==> src/rtl/bcd_opg_sequencer.sv <==
// Accepts BCD digits over valid/ready and serialises each into a fresh 4-bit OPG frame.
// First bit is on x_out right after the accept edge; the result follows the last bit by 1 cycle.
`timescale 1ns/1ps
module bcd_opg_sequencer #(
  parameter bit MSB_FIRST  = 1'b0,
  parameter int GAP_CYCLES = 0,
  parameter int COUNT_W    = 8,
  parameter bit ERR_STICKY = 1'b1
) (
  input  logic               clock,
  input  logic               reset,
  input  logic               in_valid,
  input  logic [3:0]         in_digit,
  output logic               in_ready,
  output logic               x_out,
  output logic               opg_rst_n,
  input  logic               z_in,
  output logic               out_valid,
  output logic [3:0]         out_digit,
  output logic               out_parity,
  output logic               mismatch,
  output logic               bcd_err,
  output logic [COUNT_W-1:0] digit_count
);

  localparam logic [1:0] S_IDLE  = 2'd0;
  localparam logic [1:0] S_SHIFT = 2'd1;
  localparam logic [1:0] S_GAP   = 2'd2;

  localparam logic [3:0] GAP_LAST = (GAP_CYCLES == 0) ? 4'd0 : 4'(GAP_CYCLES - 1);

  logic [1:0] state;
  logic [3:0] shreg;
  logic [1:0] bit_idx;
  logic [1:0] bit_pos;
  logic [3:0] gap_cnt;
  logic       exp_parity;
  logic       cur_mismatch;

  // MSB-first walks the register from bit 3 down; ~bit_idx == 3 - bit_idx for 2 bits.
  assign bit_pos      = MSB_FIRST ? ~bit_idx : bit_idx;
  assign in_ready     = (state == S_IDLE);
  assign x_out        = (state == S_SHIFT) ? shreg[bit_pos] : 1'b0;
  assign exp_parity   = ~(^shreg);
  assign cur_mismatch = z_in ^ exp_parity;

  always_ff @(posedge clock or posedge reset) begin
    if (reset) begin
      state       <= S_IDLE;
      shreg       <= 4'd0;
      bit_idx     <= 2'd0;
      gap_cnt     <= 4'd0;
      opg_rst_n   <= 1'b0;
      out_valid   <= 1'b0;
      out_digit   <= 4'd0;
      out_parity  <= 1'b0;
      mismatch    <= 1'b0;
      bcd_err     <= 1'b0;
      digit_count <= '0;
    end else begin
      out_valid <= 1'b0;
      bcd_err   <= 1'b0;
      case (state)
        S_IDLE: begin
          if (in_valid) begin
            if (in_digit <= 4'd9) begin
              shreg     <= in_digit;
              bit_idx   <= 2'd0;
              opg_rst_n <= 1'b1;
              state     <= S_SHIFT;
            end else begin
              bcd_err <= 1'b1;
            end
          end
        end
        S_SHIFT: begin
          if (bit_idx == 2'd3) begin
            out_valid   <= 1'b1;
            out_digit   <= shreg;
            out_parity  <= z_in;
            mismatch    <= ERR_STICKY ? (mismatch | cur_mismatch) : cur_mismatch;
            digit_count <= digit_count + {{(COUNT_W-1){1'b0}}, 1'b1};
            opg_rst_n   <= 1'b0;
            gap_cnt     <= 4'd0;
            state       <= (GAP_CYCLES > 0) ? S_GAP : S_IDLE;
          end else begin
            bit_idx <= bit_idx + 2'd1;
          end
        end
        S_GAP: begin
          if (gap_cnt == GAP_LAST) begin
            state <= S_IDLE;
          end else begin
            gap_cnt <= gap_cnt + 4'd1;
          end
        end
        default: state <= S_IDLE;
      endcase
    end
  end

endmodule

==> config.mk <==
export PLATFORM = sky130hd
export DESIGN_NAME = bcd_opg_sequencer
export DESIGN_NICKNAME = d
export VERILOG_FILES = /design/src/rtl/bcd_opg_sequencer.sv
export SDC_FILE = /design/constraint.sdc
export NUM_CORES = 1
export LEC_CHECK = 0
export CAP_MARGIN = 10
export CELL_PAD_IN_SITES_DETAIL_PLACEMENT = 1
export CELL_PAD_IN_SITES_GLOBAL_PLACEMENT = 1
export CORE_ASPECT_RATIO = 1.4
export CORE_UTILIZATION = 32
export CTS_CLUSTER_SIZE = 30
export DETAILED_ROUTE_END_ITERATION = 7
export PLACE_DENSITY = 0.68
export SLEW_MARGIN = 10
export SYNTH_ARGS = -nofsm -noshare
export SYNTH_HDL_FRONTEND = slang
export SYNTH_SLANG_ARGS = --single-unit
==> constraint.sdc <==
create_clock -name clock -period 1.15 [get_ports clock]
set_input_delay 0.115 -clock clock [delete_from_list [all_inputs] [get_ports clock]]
set_output_delay 0.115 -clock clock [all_outputs]
set_load 0.03 [all_outputs]
==> results.yml <==
outcome:
  status: "complete, but fails checks"
  violations: "setup timing"
critical_path:
  path_class: "flop to output port"
  cp-startpoint: "bit_idx[0]$_DFFE_PP0P_"
  setup.worst_path.start_class: "flop"
  worst_r2r_endpoint: "digit_count[2]$_DFFE_PP0P_"
  end_kind: "output port"
  r2r-start: "bit_idx[0]$_DFFE_PP0P_"
  critPathSlowestCell: "mux4_2"
  cpPeakStageDelay_ns: 0.51
  crit_family: "multiplexers"
  worstPathArrival_ns: 1.45
  cp.depth: 3
  critical_path_required_ns: 1.03
  worstPathCellList: "mux4_2, and2_4, buf_6"
  r2r_cells: 7
  crit_end: "x_out"
  crit_path_max_fanout: 2
  reg2reg_slack_ns: -0.22
  path_buf_inv: 1
global_routing:
  grt_antenna_before_repair: 0
  use_met1_pct: 17.5
  met3_usage_pct: 2.22
  track_usage_pct: 16.2
  grt_max_degree: 24
  grt_pass1_vias: 851
  grt_busiest_layer: "met2"
  grt_pass1_wl_mm: 3.95
  overflow: 0
  use_met2_pct: 31.0
sta:
  worst_pin_slew_ns: 0.300
  post-route-period-util_pct: 136
  rsz0062_at_grt: "true"
  whs_ns: 0.190
  max_freq_ghz: 0.640
  clock_skew_ns: 0.00268
  hold_violations: 0
  post-route-min-period_ns: 1.56
  maxSlewHeadroom_pct: 80.0
  worst_slack_ns: -0.412
  final_max_slew_viol_count: 0
  setup_viol_count_final: 22
clocking:
  cts_buffer_depth: 2
  cts.clk_slew.worst_paths_ns: 0.09
  cts.sinks: 23
  numCtsBuffers: 3
  ctsRootBufferMaster: "clkbuf_8"
  clkLatencyLatePin_ns: 0.27
  h-tree-depth: 1
  cts_hold_buf: 0
  cts_tree: "yes"
yosys:
  syn-cell-area_um2: 992
  yosys.area.top_type: "dfrtp_1"
  synth_fp_nets: 93
  synth-warning-count: 0
  synth-async-reset-ratio_pct: 100
  synthFlopType: "dfrtp_1"
  synth-edff-count: 0
  synthTopCellsByArea: "dfrtp_1 (58%), nand2_1 (7.9%), xnor2_1 (7.9%), mux2_2 (3.4%), mux4_1 (2.6%)"
  synth_cells: 83
  synth.distinct_cells: 22
  synth_area_per_cell_um2: 12.0
  ys_ff_latch: 23
  synth_seq_area_share_pct: 58.0
  yosysTopAreaCellShare_pct: 58.0
finish:
  layout-drive-gt1-share_pct: 45.4
  antenna_cells: 0
  final_cell_mix: "buf_4 (25), dfrtp_1 (21), nand2_1 (17), xnor2_1 (8)"
  area_delta_synth_final_pct: 55.9
  mostFrequentLayoutCell: "buf_4"
  fillers: 326
  fin_nets: 141
pwr:
  p_sw_share_pct: 40.2
  peakVddDrop_uv: 1340
  power_per_cell_area_mw_per_mm2: 2870
  p_int_mw: 2.66
  power_mw: 4.44
  combPwrFrac_pct: 57.6
  total_leakage_power_nw: 0.762
  p_sw_mw: 1.79
  seqPwrFrac_pct: 30.6
  p_clk_share_pct: 11.8
placed_design:
  port_buffers: 26
  place_ws_ns: -0.575
  gp_congestion: 0.696
  dp_hpwl_mm: 1.65
detailed_routing:
  drt-pass1-iter-count: 2
  dr_total_vias: 777
  wl_per_cell_um: 13.7
  vias_per_cell: 4.65
  drc: 0
  postRouteAntennaNets: 0
  drt_iter0_markers: 3
  routed_wl_mm: 2.28
die:
  core_area_mm2: 0.00291
  floorplan.die_area_mm2: 0.00333
  die_w_um: 49.1
  die_h_um: 67.9
  rows: 23
  io-pin-count: 27
  initial_core_util_pct: 34.1
job:
  cap_violations: 0
min_path:
  hp-class: "input port to asynchronous set/reset pin"
[cell type report]
type	instances	area (um^2)	share of cell area, %
sequential	23	578	37.4
inverter	4	17.5	1.13
timing repair buffer	43	370	23.9
tap	37	46.3	2.99
multi-input combinational	55	480	31.1
timing repair inverter	1	7.51	0.485
clock buffer	3	41.3	2.67
clock inverter	1	5.00	0.324
[metrics by stage]
stage	area, um^2	setup TNS (ns)	std cells	utilization (%)
CTS	1480	-1.71	165	50.8
floorplan	1000	-0.506	83	-
global placement	1380	-3.32	160	47.4
detailed placement	1380	-3.59	160	47.4
global route	1550	-4.68	167	53.2
finish	1550	-3.20	167	53.2
[worst min path at each step]
stage / from / endpoint / cells after the start
2_1_floorplan: reset / bcd_err$_DFF_PP0_ / 1
3_3_place_gp: mismatch$_DFFE_PP0P_ / mismatch$_DFFE_PP0P_ / 1
3_5_place_dp: out_digit[1]$_DFFE_PP0P_ / out_digit[1]$_DFFE_PP0P_ / 2
4_1_cts: reset / shreg[2]$_DFFE_PP0P_ / 3
5_1_grt: reset / shreg[2]$_DFFE_PP0P_ / 3
6_report: reset / bit_idx[1]$_DFFE_PP0P_ / 3
[power groups by stage]
stage | sequential [mW] | clock, mW | combinational (mW)
2_1_floorplan | 1.74 | 0 | 0.881
3_3_place_gp | 1.34 | 0 | 2.13
3_5_place_dp | 1.36 | 0 | 2.15
4_1_cts | 1.36 | 0.532 | 2.32
5_1_grt | 1.41 | 0.567 | 2.75
6_report | 1.36 | 0.525 | 2.56
[worst register-to-register path, cell delays in order (launching register included)]
cell        delay [ns]
dfrtp_1           0.41
buf_4             0.14
buf_6             0.12
ha_4              0.16
nand2_4           0.09
clkinvlp_4        0.16
nand2_2           0.12
xnor2_2           0.10
[cell usage after synthesis (2+ instances only)]
| cell | instances |
|---|---|
| inv_1 | 3 |
| dfrtp_1 | 23 |
| nand2_1 | 21 |
| xnor2_1 | 9 |
| nand4_1 | 4 |
| and3_1 | 3 |
| nand2b_1 | 2 |
| ha_1 | 2 |
| mux2_2 | 3 |
[repair_timing]
action	in CTS	in global routing
setup buffers	0	3
pin swaps	5	4
endpoints found under the setup margin	24	25
gates resized for setup	25	15
cloned	1	0
[metal layers]
metal / vias up / share of wire, %
li1: 370 / -
met1: 384 / 40
met2: 19 / 55
met3: 4 / 3.5
met4: 0 / 1.4
met5: - / 0
[flip-flops by register name, indices dropped and copies added (netlist names)]
| name | flops |
|---|---|
| shreg | 4 |
| opg_rst_n | 1 |
| mismatch | 1 |
| out_parity | 1 |
| out_digit | 4 |
| bcd_err | 1 |
| out_valid | 1 |
| digit_count | 8 |
| bit_idx | 2 |
[cells by family after synthesis]
| family | count (synthesis) | synth area share, % |
|---|---|---|
| compound gates | 5 | 3.53 |
| xor+xnor | 10 | 10.2 |
| fa+ha+maj | 2 | 2.52 |
| buf+inv | 5 | 2.65 |
| flops | 23 | 58.0 |
| mux | 5 | 7.06 |
| simple gates | 33 | 16.0 |
(Power assumes the default switching activity.)
